===== config.mk =====
export PLATFORM = sky130hd
export DESIGN_NAME = m_table_builder
export DESIGN_NICKNAME = d
export VERILOG_FILES = /design/src/rtl/m_table_pkg.sv /design/src/rtl/m_table_recip_div.sv /design/src/rtl/m_table_builder.sv
export SDC_FILE = /design/constraint.sdc
export NUM_CORES = 1
export LEC_CHECK = 0
export BUFFER_PORTS_ARGS = -buffer_cell sky130_fd_sc_hd__buf_4
export CAP_MARGIN = 40
export CORE_MARGIN = 5
export CORE_UTILIZATION = 60
export DETAILED_ROUTE_END_ITERATION = 6
export PLACE_DENSITY_LB_ADDON = 0.05
export SETUP_SLACK_MARGIN = 0.15
export SYNTH_ARGS = -nofsm -noshare
export SYNTH_HDL_FRONTEND = slang
export SYNTH_SLANG_ARGS = --single-unit

===== constraint.sdc =====
create_clock -name clk -period 5.55 [get_ports clk]
set_input_delay 0.2775 -clock clk [delete_from_list [all_inputs] [get_ports clk]]
set_output_delay 0.2775 -clock clk [all_outputs]
set_load 0.02 [all_outputs]

===== src/rtl/m_table_pkg.sv =====
// Shared types and defaults for the 1/m reciprocal table builder.
package m_table_pkg;

  localparam int DEFAULT_BUFFER_DEPTH  = 2048;
  localparam int DEFAULT_M_TABLE_WIDTH = 32;

  typedef enum logic [2:0] {
    ST_IDLE,
    ST_DIV,
    ST_ROUND,
    ST_WRITE,
    ST_DONE
  } state_e;

  // Clock cycles spent on each entry after entry 0: DIV (w+1), ROUND, WRITE.
  function automatic int entry_cycles(input int w);
    return w + 3;
  endfunction

endpackage


===== src/rtl/m_table_recip_div.sv =====
// Sequential restoring divider computing 2^W / divisor, one quotient bit per
// cycle MSB first; go performs the first step, ready rises W cycles later.
module m_table_recip_div #(
  parameter int AW = 11,
  parameter int W  = 32
) (
  input  logic          clk,
  input  logic          rst,
  input  logic          go,
  input  logic [AW-1:0] divisor,
  output logic [W:0]    quotient,
  output logic [AW:0]   remainder,
  output logic          ready
);

  localparam int CW = $clog2(W + 1);

  logic [W:0]    quo_q, quo_d;
  logic [AW:0]   rem_q, rem_d;
  logic [AW:0]   rem_sh;
  logic [AW-1:0] dsr_q, dsr_d;
  logic [AW-1:0] dsr;
  logic [CW-1:0] cnt_q, cnt_d;
  logic          q_bit;

  // NOTE: every comb output gets a default first so no path can infer a latch.
  always_comb begin
    quo_d = quo_q;
    rem_d = rem_q;
    dsr_d = dsr_q;
    cnt_d = cnt_q;
    dsr   = go ? divisor : dsr_q;
    // The dividend is always 2^W: its only set bit shifts in on the go step.
    rem_sh = go ? {{AW{1'b0}}, 1'b1} : {rem_q[AW-1:0], 1'b0};
    q_bit  = (rem_sh >= {1'b0, dsr});
    if (go || cnt_q != '0) begin
      rem_d = q_bit ? (rem_sh - {1'b0, dsr}) : rem_sh;
      quo_d = go ? {{W{1'b0}}, q_bit} : {quo_q[W-1:0], q_bit};
      dsr_d = dsr;
      cnt_d = go ? CW'(W) : (cnt_q - 1'b1);
    end
  end

  // NOTE: sequential state uses non-blocking assignments only.
  always_ff @(posedge clk or posedge rst) begin
    if (rst) begin
      quo_q <= '0;
      rem_q <= '0;
      dsr_q <= '0;
      cnt_q <= '0;
    end else begin
      quo_q <= quo_d;
      rem_q <= rem_d;
      dsr_q <= dsr_d;
      cnt_q <= cnt_d;
    end
  end

  assign quotient  = quo_q;
  assign remainder = rem_q;
  assign ready     = (cnt_q == '0);

endmodule


===== src/rtl/m_table_builder.sv =====
// Builds the ceil(2^W/m) reciprocal table and streams it to the table RAM.
// Optional self-check output check_err is enabled by M_TABLE_BUILDER_CHECK_EN.
module m_table_builder
  import m_table_pkg::*;
#(
  parameter int BUFFER_DEPTH  = DEFAULT_BUFFER_DEPTH,
  parameter int M_TABLE_WIDTH = DEFAULT_M_TABLE_WIDTH,
  localparam int AW = $clog2(BUFFER_DEPTH),
  localparam int W  = M_TABLE_WIDTH
) (
`ifdef M_TABLE_BUILDER_CHECK_EN
  output logic          check_err,
`endif
  input  logic          clk,
  input  logic          rst,
  input  logic          start,
  output logic          busy,
  output logic          done,
  output logic          table_valid,
  output logic          wr_valid,
  input  logic          wr_ready,
  output logic [AW-1:0] wr_addr,
  output logic [W-1:0]  wr_data
);

  localparam logic [AW-1:0] LAST_M = AW'(BUFFER_DEPTH - 1);

  state_e        state_q, state_d;
  logic [AW-1:0] m_q, m_d;
  logic [AW-1:0] wr_addr_q, wr_addr_d;
  logic [W-1:0]  wr_data_q, wr_data_d;
  logic          table_valid_q, table_valid_d;

  logic          div_go;
  logic [AW-1:0] div_divisor;
  logic [W:0]    div_q;
  logic [AW:0]   div_r;
  logic          div_ready;
  logic [W:0]    e_raw;
  logic [W-1:0]  e_sat;

  m_table_recip_div #(.AW(AW), .W(W)) u_div (
    .clk       (clk),
    .rst       (rst),
    .go        (div_go),
    .divisor   (div_divisor),
    .quotient  (div_q),
    .remainder (div_r),
    .ready     (div_ready)
  );

  assign div_divisor = m_q + 1'b1;
  assign e_raw       = div_q + {{W{1'b0}}, (div_r != '0)};
  // Only m=1 reaches 2^W; clamp it to all-ones.
  assign e_sat       = e_raw[W] ? {W{1'b1}} : e_raw[W-1:0];

  always_comb begin
    state_d       = state_q;
    m_d           = m_q;
    wr_addr_d     = wr_addr_q;
    wr_data_d     = wr_data_q;
    table_valid_d = table_valid_q;
    div_go        = 1'b0;
    unique case (state_q)
      ST_IDLE: begin
        if (start) begin
          state_d       = ST_WRITE;
          m_d           = '0;
          wr_addr_d     = '0;
          wr_data_d     = '0;
          table_valid_d = 1'b0;
        end
      end
      ST_DIV: begin
        if (div_ready) state_d = ST_ROUND;
      end
      ST_ROUND: begin
        wr_addr_d = m_q;
        wr_data_d = e_sat;
        state_d   = ST_WRITE;
      end
      ST_WRITE: begin
        if (wr_ready) begin
          if (m_q == LAST_M) begin
            state_d = ST_DONE;
          end else begin
            // The divider starts on the accepting edge, with divisor m+1.
            m_d     = m_q + 1'b1;
            div_go  = 1'b1;
            state_d = ST_DIV;
          end
        end
      end
      ST_DONE: begin
        table_valid_d = 1'b1;
        state_d       = ST_IDLE;
      end
      default: state_d = ST_IDLE;
    endcase
  end

  always_ff @(posedge clk or posedge rst) begin
    if (rst) begin
      state_q       <= ST_IDLE;
      m_q           <= '0;
      wr_addr_q     <= '0;
      wr_data_q     <= '0;
      table_valid_q <= 1'b0;
    end else begin
      state_q       <= state_d;
      m_q           <= m_d;
      wr_addr_q     <= wr_addr_d;
      wr_data_q     <= wr_data_d;
      table_valid_q <= table_valid_d;
    end
  end

  assign busy        = (state_q == ST_DIV) || (state_q == ST_ROUND) || (state_q == ST_WRITE);
  assign done        = (state_q == ST_DONE);
  assign wr_valid    = (state_q == ST_WRITE);
  assign wr_addr     = wr_addr_q;
  assign wr_data     = wr_data_q;
  assign table_valid = table_valid_q;

`ifdef M_TABLE_BUILDER_CHECK_EN
  localparam logic [AW+W-1:0] TWO_W = (AW+W)'(1) << W;

  logic [W-1:0]    e_m1;
  logic [AW+W-1:0] prod_e, prod_e_m1;
  logic            chk_fail;
  logic            check_err_q, check_err_d;

  // e is the smallest value whose product with m reaches 2^W.
  always_comb begin
    e_m1        = e_sat - 1'b1;
    prod_e      = {{W{1'b0}}, m_q} * {{AW{1'b0}}, e_sat};
    prod_e_m1   = {{W{1'b0}}, m_q} * {{AW{1'b0}}, e_m1};
    chk_fail    = (state_q == ST_ROUND) && (m_q != AW'(1)) &&
                  !((prod_e >= TWO_W) && (prod_e_m1 < TWO_W));
    check_err_d = check_err_q;
    if (state_q == ST_IDLE && start) check_err_d = 1'b0;
    else if (chk_fail)               check_err_d = 1'b1;
  end

  always_ff @(posedge clk or posedge rst) begin
    if (rst) check_err_q <= 1'b0;
    else     check_err_q <= check_err_d;
  end

  assign check_err = check_err_q;
`endif

endmodule


# Word-level counts from Yosys, hierarchy flattened
# Cells that the tools add are included.
op_classes:
  n_lt_le_gt_ge: 1
  n_eq_ne: 9
  addsub: 4
  muxes: 23
  n_reduce_logical: 14
ops:
  columns: ["operator", "count"]
  rows:
  - ["$mux W32", 2]
  - ["$pmux W32 S2", 1]
  - ["$mux W11", 4]
  - ["$pmux W11 S2", 2]
  - ["$add A33 B1 Y33", 1]
  - ["$mux W33", 1]
  - ["$mux W12", 2]
  - ["$ge A12 B11 Y1", 1]
  - ["$mux W3", 4]
  - ["$pmux W3 S4", 1]
  - ["$reduce_bool A12 Y1", 1]
  - ["$sub A12 B11 Y12", 1]
  - ["$add A11 B1 Y11 const B", 1]
  - ["$eq A11 B11 Y1 const B", 1]
  - ["$eq A3 B2 Y1 const B", 2]
  - ["$logic_not A6 Y1", 1]
  - ["$mux W6", 1]
  - ["$ne A2 B2 Y1 const B", 3]
  - ["$reduce_bool A2 Y1", 3]
  - ["$reduce_bool A6 Y1", 1]
  - ["$sub A6 B1 Y6 const B", 1]
  - ["$mux W1", 4]
  - ["$reduce_and A2 Y1", 2]
  - ["$reduce_and A4 Y1", 1]
  - ["7 further kinds", 9]
word_totals:
  inputBits: 4
  output_inout_bits: 47
  reg_bits: 120
  elab_cells: 60

# Longest topological paths before layout
# Gate-level depths: netlist of the first run.
depth:
  word_depth: 7
  mapped_depth: 22
  ltp_nobuf: 17

# Hierarchy
# Synthesis of the first run repeated with hierarchy kept, for this count alone.
unflattened:
  cells_unflattened: 645
  hier_area_um2: 6417.4
modules_own_cells:
  columns: ["module", "seq_area_each_um2", "cells_each", "n_inst", "area_per_inst_um2"]
  rows:
  - ["m_table_recip_div", 1551.5, 353, 1, 3285.7]
  - ["m_table_builder", 1451.4, 292, 1, 3131.8]

# Worst setup path before layout of the first run
# OpenSTA, ideal clock, no wires.
synth_path:
  kind: "register to register"
  startpoint: "register m_q[0]"
  endpoint: "register u_div.rem_q[0] (netlist: u_div.remainder[0])"
  period_less_slack_ns: 4.693
  slack_ns: 0.857
  arrival_ns: 4.607
  stages_incl_launch_ff: 22
  path_buffers: 6
  setup_time_ns: 0.086
  cell_sequence: "dfrtp_1 > ha_1 > nand3_4 > or4_1 > buf_2 > nand2_1 > clkbuf_1 > clkbuf_1 > clkbuf_1 > a21o_1 > inv_1 > ha_1 > clkbuf_1 > nand2_1 > or3_1 > a221oi_1 > a31oi_1 > o21bai_1 > o21ai_4 > buf_6 > nand3_1 > a32oi_1"
synth_between:
  elab_chain_len: 7
  word_cells_on_any_way: 11
  cone_classes: "add/sub: 2; order compare: 1; eq/ne: 1; mux: 6; reduce/logical: 1"
synth_rtl:
  columns: ["item", "line_no", "rtl"]
  rows:
  - ["start, declared", "m_table_builder.sv:29", "logic [AW-1:0] m_q, m_d;"]
  - ["start signal, assigned", "m_table_builder.sv:111", "m_q <= m_d;"]
  - ["branches (longest 7 deep; another with $sub A12 B11 Y12)", null, null]
  - ["end signal, assigned", "m_table_recip_div.sv:53", "rem_q <= rem_d;"]
  - ["end, declared", "m_table_recip_div.sv:19", "logic [AW:0] rem_q, rem_d;"]
# Several ways; the timed one is not identified.
# A chain may end at the register's enable or synchronous reset.

# Worst setup path after layout of the first run
layout_path:
  startpoint: "register m_q[0]"
  endpoint: "register u_div.rem_q[6] (netlist: u_div.remainder[6])"
# The elaborated chain is that of the path after synthesis.

==> results.md, run 1 <==
- Worst setup SP type: register
- Relative slew slack: 0.489
- Type of the tightest min-delay check: input pin to register
- Number of global-route vias before repair: 5037
- Die Height: 113 µm
- Cell variety after synth: 54
- Fmax: between 200 and 250 MHz
- Critical Path AT: between 5000 and 6000 ps
- Post-synthesis instance total: ~700
- VDD IR-drop max: about 430 µV
- Final Skew: 7.77 ps
- Status: complete, no violations
- Syn Area/Cell: between 8 and 9 µm²
- Slowest-stage cell, CP: or4_1
- Post-Syn Area: 6410 µm²
- Number of buffers created by CTS: 17
- Root Buffer: clkbuf_8
- I/O pin cnt: just over 50
- Crit. End Element: register
- Primary FF master, synth: dfrtp_1
- Clock Path Buffers: 2
- Site Rows: 37
- Remaining DRCs: 0
- First-pass GRT wire length: ~24000 µm
- Initial antenna violation count: 0
- Post-synth ARST share: 1.00
- Final Hold Viols: 0
- RSZ-0062 raised after global routing: false
- Largest net degree at the start of global routing: 63
- Final TNS setup: 0 ps
- Detailed Routing Iterations Pass 1: 5
- Post-CTS Hold Buffers: 1
- Clk_lat worst skew: between 500 and 600 ps
- Post-CTS sizing: 0
- Slew Limit Fails: 0
- Global placement routability congestion: slightly below 0.9
- Final setup fails: 0
- Inst Count DP: roughly 860
- Initial DRC count: 397
- H-tree levels: 4
- Routed via count: 5274
- Tightest Pin Transition: approximately 770 ps
- CP Cell Sequence: ha_1 -> nand3_4 -> or4_1 -> nand2_1 -> buf_12 -> and2_1 -> ha_1 -> nand2_1 -> or3_1 -> a221oi_1 -> a31oi_1 -> o21bai_1 -> o21ai_4 -> nand2_2 -> nor3_1 -> a211o_1
- Sequential fraction of the synthesis area: 0.468
- Final wirelength: about 14000 µm
- DPL Wire Length: approximately 9500 µm
- Post-CTS setup buffers: 0
- Total power: 0.00441 W
- Gr usage total: 0.231
- Worst EP required: about 6000 ps
- Number of enable flip-flop cells after synthesis: 0
- Vias/cell: 5.89
- CP max stage delay: around 600 ps
- Ys Warns: 0
- Final net count: roughly 760
- Clock-pin slew on the worst setup and hold paths: around 60 ps
- Core Area: approximately 10000 µm²
- Clk sink count: 120
- Tcrit/Tclk final: 0.866
- Number of synthesized register bits: 120
- CTS tree: built
- Mapped Nets: between 700 and 800
- MaxCap Viol Count: 0
- Area growth syn-to-layout: 15.5%
- Minimum clock period: just under 5000 ps
- Power per standard cell area: about 600 nW/µm²
- Die X: approximately 110 µm
- Initial core utilization: 0.618
- GRT overflow: 0
- DIE AREA: around 13000 µm²
- Worst R2R Setup Slack: about 740 ps
- PortBufs: 50
- Layout cells sized above 1: 0.129
- Non-Filler Instances: just under 900
- WS Path Type: register to register
- Inserted Diodes: 0
- Antenna viol nets, final: 0
- Fin util: 0.714
- Leakage: about 3.5 nW
- CP Max Fanout: 28
- DR WL/cell: roughly 16 µm
## area by class of cell
type,count,area [µm²]
fill,810,2970
sequential,120,3000
inverter,22,85.1
tap,136,170
clock inverter,9,100
timing repair buffer,59,458
multi-input combinational,526,3140
clock buffer,23,447
## per-stage QoR
stage | hold WS [ps] | area (µm²) | worst slack, ps
floorplan | 434 | 6410 | 857
global placement | 453 | 6850 | 1020
detailed placement | 457 | 6850 | 840
CTS | 91.4 | 7400 | 807
global route | 108 | 7400 | 411
finish | 105 | 7400 | 744
## sequential cells by signal, summed over array words and instances, names as in the netlist
register and flops:
wr_data 32, u_div.cnt_q 6, u_div.remainder 12, u_div.quotient 33
m_q 11, wr_addr 11, u_div.dsr_q 11, table_valid 1
state_q 3
## cell usage in the layout (no fill, tap or decap), types with 3 or more instances in the layout
cell,Yosys,final
clkbuf_1,36,5
nand2_1,153,153
nor2_1,44,44
inv_1,22,21
nand2b_1,4,4
nor4_1,6,6
nand3_1,18,18
and4_1,3,3
a211oi_1,3,3
xnor2_1,27,27
nor2b_1,6,6
nand4_1,10,10
a22o_1,43,43
o22a_1,3,3
mux2i_1,4,4
dfrtp_1,120,120
o21a_1,3,3
a21oi_1,53,53
and2_1,11,10
and3_1,7,7
a21o_1,8,8
ha_1,13,13
or3_1,5,5
xor2_1,24,23
clkinv_2,0,5
o22ai_1,4,4
a31oi_1,3,3
nor3_1,10,10
o21ai_0,27,27
buf_4,0,57
clkbuf_16,0,16
## power by group
part           internal (W)  switching [W]  leakage (nW)
clock network      0.000646       0.000374         0.266
logic              0.000853        0.00111          1.67
registers           0.00115       0.000270          1.59
total               0.00265        0.00176          3.52
## critical path, delay by kind of cell, from the launching register on
kind	cells	cell delay (ps)
AOI/OAI and AO/OA	5	1320
adders and majority gates	2	610
buffers and inverters	1	230
DFF	1	460
and+or+nand+nor	8	2120
## routing by layer
| metal | track usage | vias to the layer above | part of all wire |
|---|---|---|---|
| met2 | 0.390 | 129 | 0.50 |
| met3 | 0.0556 | 25 | 0.047 |
| met4 | 0.0889 | 0 | 0.026 |
| li1 | - | 2533 | - |
| met1 | 0.288 | 2587 | 0.43 |
| met5 | 0 | - | 0 |
## worst paths after layout
| path | from | end | cells past startpoint |
|---|---|---|---|
| max | m_q[0] | u_div.remainder[6] | 16 |
| min | start | table_valid | 3 |
| max reg2reg | m_q[0] | u_div.remainder[6] | 16 |
| min reg2reg | u_div.dsr_q[9] | u_div.dsr_q[9] | 2 |
| max in group asynchronous | rst | u_div.quotient[4] | 4 |
| min in group asynchronous | rst | wr_data[20] | 3 |
## kinds of logic (layout without fill, tap and decap cells)
kind of cell,after synthesis,in the layout,synth area share
flops,120,120,0.468
buf+inv,67,113,0.0435
xor+xnor,51,51,0.0697
simple gates,284,284,0.198
mux,6,6,0.00976
fa+ha+maj,16,16,0.0316
compound gates,169,169,0.179
## synth_stat cells (4+ instances only)
cell type,number,share of area
nand2_1,153,0.090
dfrtp_1,120,0.47
a21oi_1,53,0.041
nor2_1,44,0.026
a22o_1,43,0.059
clkbuf_1,36,0.021
o21ai_0,27,0.021
xnor2_1,27,0.037
xor2_1,24,0.033
inv_1,22,0.013
nand3_1,18,0.014
ha_1,13,0.025
and2_1,11,0.011
nand4_1,10,0.0098
nor3_1,10,0.0078
a21o_1,8,0.0094
and3_1,7,0.0068
nor2b_1,6,0.0059
nor4_1,6,0.0059
or3_1,5,0.0049
buf_2,4,0.0031
mux2i_1,4,0.0062
nand2b_1,4,0.0039
o22ai_1,4,0.0039
Note: power is estimated with default switching activity, not from simulation.
==> inputs of run 2 (changes only) <==
ABC_AREA = 1   (was not set)
==> run 2 against run 1 <==
  * Final cell count grew 21%
  * Area after synthesis grew 5.5%
  * Global-route usage grew 2.5 points
  * Count of clock-buffer cells in the layout shrank 1
  * Register-to-register slack gained 880 ps
  * Flip-flop and latch count is the same
  * Hold slack gained 160 ps
  * Largest power group unchanged
  * Highest routed layer unchanged
==> results.md, run 2 <==
- Initial antenna violation count: 0 (unchanged)
- Ys Warns: 0 (unchanged)
- Clk_lat worst skew: 410 ps (-110 ps)
- Core Area: 10900 µm² (+5.5%)
- Final net count: 951 (+24%)
- Final TNS setup: 0 ps (unchanged)
- Vias/cell: 5.46 (-7.4%)
- Fmax: 255 MHz (+22%)
- Gr usage total: 0.256 (+0.0249)
- Global placement routability congestion: 0.942 (+6.4%)
- Relative slew slack: 0.428 (-0.0603)
- MaxCap Viol Count: 0 (unchanged)
- Crit. End Element: register
- Clock Path Buffers: 2 (unchanged)
- Type of the tightest min-delay check: input pin to register
- WHS: 267 ps (+162 ps)
- Syn Area/Cell: 7.63 µm² (-15%)
- Clk sink count: 120 (unchanged)
- GRT overflow: 0 (unchanged)
- Primary FF master, synth: dfrtp_1
- Worst r2r path cells: 16 (unchanged)
- Non-Filler Instances: 1085 (+21%)
- Post-CTS sizing: 0 (unchanged)
- Layout cells sized above 1: 0.126 (-0.00319)
- Remaining DRCs: 0 (unchanged)
- Area contributors post-synth: dfrtp_1 (44%), nand2_1 (12%), inv_1 (7.5%)
- Minimum clock period: 3930 ps (-879 ps)
- Layout fillers: 864 (+6.7%)
- Largest net degree at the start of global routing: 70 (+11%)
- Area growth syn-to-layout: 16.7%
- Number of global-route vias before repair: 5743 (+14%)
- Post-Syn Area: 6770 µm² (+5.5%)
- Detailed Routing Iterations Pass 1: 5 (unchanged)
- Most frequent cells in the layout: nand2_1 (224), inv_1 (135), dfrtp_1 (120), nor2_1 (74), o21ai_0 (61)
- Inst Count DP: 1053 (+22%)
- Tcrit/Tclk final: 0.708 (-0.158)
- Total power: 0.00470 W (+6.7%)
- CP Max Fanout: 64 (+130%)
- WS Path Type: register to register
- Number of synthesized register bits: 120 (unchanged)
- First-pass GRT wire length: 27400 µm (+14%)
- CTS tree: built
- DIE AREA: 13500 µm² (+5.0%)
- DR WL/cell: 14.7 µm (-7.5%)
- Status: complete, no violations
- Root Buffer: clkbuf_16
- Final setup fails: 0 (unchanged)
- Antenna viol nets, final: 0 (unchanged)
- Site Rows: 38 (+2.7%)
- Delay-heaviest family, CP: simple AND/OR/NAND/NOR gates
- Cell taking the most area after synthesis: dfrtp_1
- Synth top cells by count: nand2_1 (225), inv_1 (136), dfrtp_1 (120), nor2_1 (74), o21ai_0 (61)
- Post-CTS setup buffers: 0 (unchanged)
- RSZ-0062 raised after global routing: false
- I/O pin cnt: 51 (unchanged)
- VDD IR-drop max: 391 µV (-9.8%)
- Critical Path AT: 4230 ps (-1030 ps)
- Final wirelength: 16000 µm (+12%)
- Final Skew: 6.45 ps (-1.33 ps)
- Leakage: 4.13 nW (+17%)
- Post-synth ARST share: 1.00 (unchanged)
- CP max stage delay: 580 ps (-20 ps)
- Mapped Nets: 905 (+24%)
- Clock-pin slew on the worst setup and hold paths: 50 ps (about the same)
- Worst EP required: 5850 ps (-150 ps)
- CP Depth: 16 (unchanged)
- Die X: 116 µm (+2.5%)
- Count leader, synth: nand2_1
- Largest register FFs: 33 (unchanged)
- Die Height: 116 µm (+2.5%)
- Number of enable flip-flop cells after synthesis: 0 (unchanged)
- Cells on Worst Hold Path: 4 (+1)
- Buf/Inv on CP: 3 (+2)
- CP Cell Sequence: ha_1 -> nand2_2 -> nor2_4 -> nand3_4 -> nand3_4 -> nand2_1 -> inv_1 -> ha_1 -> inv_1 -> o21bai_1 -> a211oi_4 -> nand4_2 -> nand2_1 -> inv_1 -> nand3_1 -> nand2_1
- Tightest Pin Transition: 858 ps (+90.5 ps)
- Power per standard cell area: 596 nW/µm² (about the same)
- Cell variety after synth: 44 (-19%)
- Most common cell after layout, fill and taps aside: nand2_1
- Number of buffers created by CTS: 17 (unchanged)
- Post-synth top area share: 0.444 (-0.0246)
- Inserted Diodes: 0 (unchanged)
- Slowest-stage cell, CP: nand3_4
- Worst setup SP type: register
- Routed via count: 5923 (+12%)
- PortBufs: 50 (unchanged)
- Fin util: 0.722 (+0.00782)
- Initial DRC count: 494 (+24%)
- H-tree levels: 4 (unchanged)
- Final Hold Viols: 0 (unchanged)
- Sequential fraction of the synthesis area: 0.444 (-0.0246)
- Slew Limit Fails: 0 (unchanged)
- Post-synthesis instance total: 887 (+24%)
- Initial core utilization: 0.619 (about the same)
- DPL Wire Length: 11300 µm (+19%)
## run 2: through the flow
step,area [µm²],setup slack [ps]
2_1_floorplan,6770,2090
3_5_place_dp,7270,1720
6_report,7890,1620
3_3_place_gp,7240,1880
4_1_cts,7890,1680
5_1_grt,7890,1290
## run 2: final timing paths
path                             startpoint                   to  slack (ps)
worst max-delay path                 m_q[0]  u_div.remainder[11]        1620
worst min-delay path               wr_ready           state_q[1]         270
worst max register to register       m_q[0]  u_div.remainder[11]        1620
worst min register to register  wr_data[15]          wr_data[15]         470
max in group asynchronous               rst       u_div.cnt_q[5]        3740
min in group asynchronous               rst           wr_addr[1]         510
## run 2: cell families after synthesis
group,share of synthesized area
fa+ha+maj,0.0270
flops,0.444
simple gates,0.282
xor+xnor,0.0363
compound gates,0.116
buf+inv,0.0954
## run 2: metal layers
layer / wire length, µm / GRT usage / vias up
met5: 0 / 0 / -
met4: 301 / 0.0944 / 0
met3: 668 / 0.0472 / 27
met2: 8030 / 0.443 / 139
met1: 6980 / 0.322 / 2813
li1: - / - / 2944
## run 2: cell type report
class	instances	area, µm²	area share
sequential	120	3000	0.380
inverter	139	524	0.0664
clock inverter	9	148	0.0187
timing repair buffer	56	443	0.0561
multi-input combinational	599	3140	0.397
tap	140	175	0.0222
clock buffer	22	464	0.0588
## run 2: worst register-to-register path: cells and delay by family (launching register included)
family,cells,cell delay [ps]
buffers and inverters,3,250
AOI/OAI and AO/OA,2,600
and+or+nand+nor,9,1920
adders and majority gates,2,600
DFF,1,440
## run 2: timing repair
item                                   in CTS  in global routing
hold buffers                                1                  0
setup endpoints to repair                   0                  0
endpoints found under the hold margin      51                  0
## run 2: report_power, final
| group | internal (W) | switching, W |
|---|---|---|
| registers | 0.00115 | 0.000226 |
| logic | 0.000785 | 0.00140 |
| clock network | 0.000768 | 0.000377 |
| total | 0.00270 | 0.00200 |
==> inputs of run 3 (changes only) <==
clock period = 3.96 ns   (was 5.55 ns; I/O delays follow)
==> run 3 against run 2 <==
  * Sequential share of layout area fell by 0.17 points
  * Combinational power grew 42%
  * Core utilization rose by 0.33 points
  * Routed wire length is 0.45% higher
  * Critical path depth grew 2
  * Maximum frequency grew 13%
  * First-iteration DRC count rose by 0.61%
  * Clock skew rose by 3.9 ps
  * Final cell count rose by 0.83%
==> results.md, run 3 (synthesis gave the netlist of run 2 again) <==
- Clk sink count: 120 (unchanged)
- Fin util: 0.725 (+0.00332)
- Antenna viol nets, final: 0 (unchanged)
- Initial core utilization: 0.619 (unchanged)
- Final Skew: 10.4 ps (+3.94 ps)
- Worst r2r path cells: 18 (+2)
- WS Path Type: register to register
- Die Height: 116 µm (unchanged)
- Clk_lat worst skew: 410 ps (about the same)
- Largest register FFs: 33 (unchanged)
- VDD IR-drop max: 485 µV (+24%)
- Final wirelength: 16100 µm (+0.45%)
- Inst Count DP: 1059 (+0.57%)
- Final Hold Viols: 0 (unchanged)
- I/O pin cnt: 51 (unchanged)
- Status: complete, no violations
- Tcrit/Tclk final: 0.877 (+0.170)
- Detailed Routing Iterations Pass 1: 7 (+2)
- Cells on Worst Hold Path: 4 (unchanged)
- H-tree levels: 4 (unchanged)
- Fmax: 288 MHz (+13%)
- Worst setup SP type: register
- Area growth syn-to-layout: 17.2%
- Vias/cell: 5.50 (+0.72%)
- Clock-pin slew on the worst setup and hold paths: 50 ps (about the same)
- DPL Wire Length: 11600 µm (+2.6%)
- GRT overflow: 0 (unchanged)
- Number of global-route vias before repair: 5760 (+0.30%)
- Global placement routability congestion: 0.960 (+2.0%)
- Power per standard cell area: 817 nW/µm² (+37%)
- Slew Limit Fails: 0 (unchanged)
- CP Max Fanout: 19 (-70%)
- Initial antenna violation count: 0 (unchanged)
- Most frequent cells in the layout: nand2_1 (224), inv_1 (135), dfrtp_1 (120), nor2_1 (74)
- Post-CTS sizing: 0 (unchanged)
- DR WL/cell: 14.7 µm (-0.38%)
- Die X: 116 µm (unchanged)
- Critical Path AT: 3780 ps (-450 ps)
- Post-DP Area: 7340 µm² (+0.89%)
- First-pass GRT wire length: 27200 µm (-0.81%)
- Layout cells sized above 1: 0.136 (+0.0103)
- Site Rows: 38 (unchanged)
- PortBufs: 50 (unchanged)
- RSZ-0062 raised after global routing: false
- Initial DRC count: 497 (+0.61%)
- Minimum clock period: 3470 ps (-453 ps)
- Root Buffer: clkbuf_16
- Largest net degree at the start of global routing: 50 (-29%)
- Type of the tightest min-delay check: input pin to register
- Final TNS setup: 0 ps (unchanged)
- Remaining DRCs: 0 (unchanged)
- Final setup fails: 0 (unchanged)
- Number of buffers created by CTS: 17 (unchanged)
- MaxCap Viol Count: 0 (unchanged)
- Tightest Pin Transition: 834 ps (-23.2 ps)
- Design area: 7930 µm² (+0.46%)
- Most common cell after layout, fill and taps aside: nand2_1
- Crit. End Element: register
- CTS tree: built
- Core Area: 10900 µm² (unchanged)
- Clock Path Buffers: 2 (unchanged)
- Relative slew slack: 0.444 (+0.0155)
- Non-Filler Instances: 1094 (+0.83%)
- Worst EP required: 4260 ps (-1590 ps)
- Gr usage total: 0.254 (-0.00161)
- Inserted Diodes: 0 (unchanged)
- Routed via count: 6015 (+1.6%)
- Final net count: 959 (+0.84%)
- DIE AREA: 13500 µm² (unchanged)
- Leakage: 4.15 nW (+0.43%)
run 3: power breakdown:
group | leakage, nW | internal (W) | total [W] | switching, W
Clock | 0.271 | 0.000909 | 0.00145 | 0.000541
Combinational | 2.29 | 0.00113 | 0.00311 | 0.00197
Sequential | 1.59 | 0.00161 | 0.00192 | 0.000314
Total | 4.15 | 0.00365 | 0.00648 | 0.00283
run 3: repair_timing:
| action | CTS | global route |
|---|---|---|
| hold endpoints to repair | 27 | 0 |
| buffers inserted | 0 | 2 |
| hold buffers | 1 | 0 |
| endpoints found under the setup margin | 0 | 13 |
run 3: stage by stage:
stage | power (W) | setup WS (ps) | hold slack (ps)
2_1_floorplan | 0.00415 | 576 | 432
3_3_place_gp | 0.00483 | 509 | 456
3_5_place_dp | 0.00497 | 392 | 212
4_1_cts | 0.00644 | 346 | 181
5_1_grt | 0.00700 | 163 | 201
6_report | 0.00648 | 486 | 197
run 3: path summary, 6_finish.rpt:
kind | start | slack, ps | to
setup / recovery | m_q[0] | 490 | u_div.remainder[9]
setup reg to reg | m_q[0] | 490 | u_div.remainder[9]
hold reg to reg | u_div.dsr_q[7] | 470 | u_div.dsr_q[7]
max in group asynchronous | rst | 2690 | wr_data[22]
min in group asynchronous | rst | 350 | wr_addr[1]
hold / removal | start | 200 | wr_addr[7]
run 3: critical path, stage by stage (launching register included):
cell	delay, ps
dfrtp_1	460
ha_1	260
nand2_2	110
nor2_4	60
nand3_4	110
nand2_4	70
nor2_4	340
nand2_1	140
nand2_1	90
inv_1	60
ha_1	350
inv_1	90
o21bai_1	130
a211oi_4	340
nand4_2	350
nand2_1	220
nand2_1	70
nand2_1	70
nand2_1	40
run 3: routing by layer:
metal	share of wire	track usage	up-vias
met5	0	0	-
met4	0.024	0.0928	0
met3	0.048	0.0518	32
met2	0.50	0.440	187
met1	0.43	0.317	2831
li1	-	-	2965
run 3: cell type report:
cell class	count	area (µm²)
Multi-Input combinational cell	599	3140
Fill cell	878	3010
Sequential cell	120	3000
Inverter	139	524
Timing Repair Buffer	64	523
Clock buffer	21	470
Tap cell	140	175
Clock inverter	11	97.6
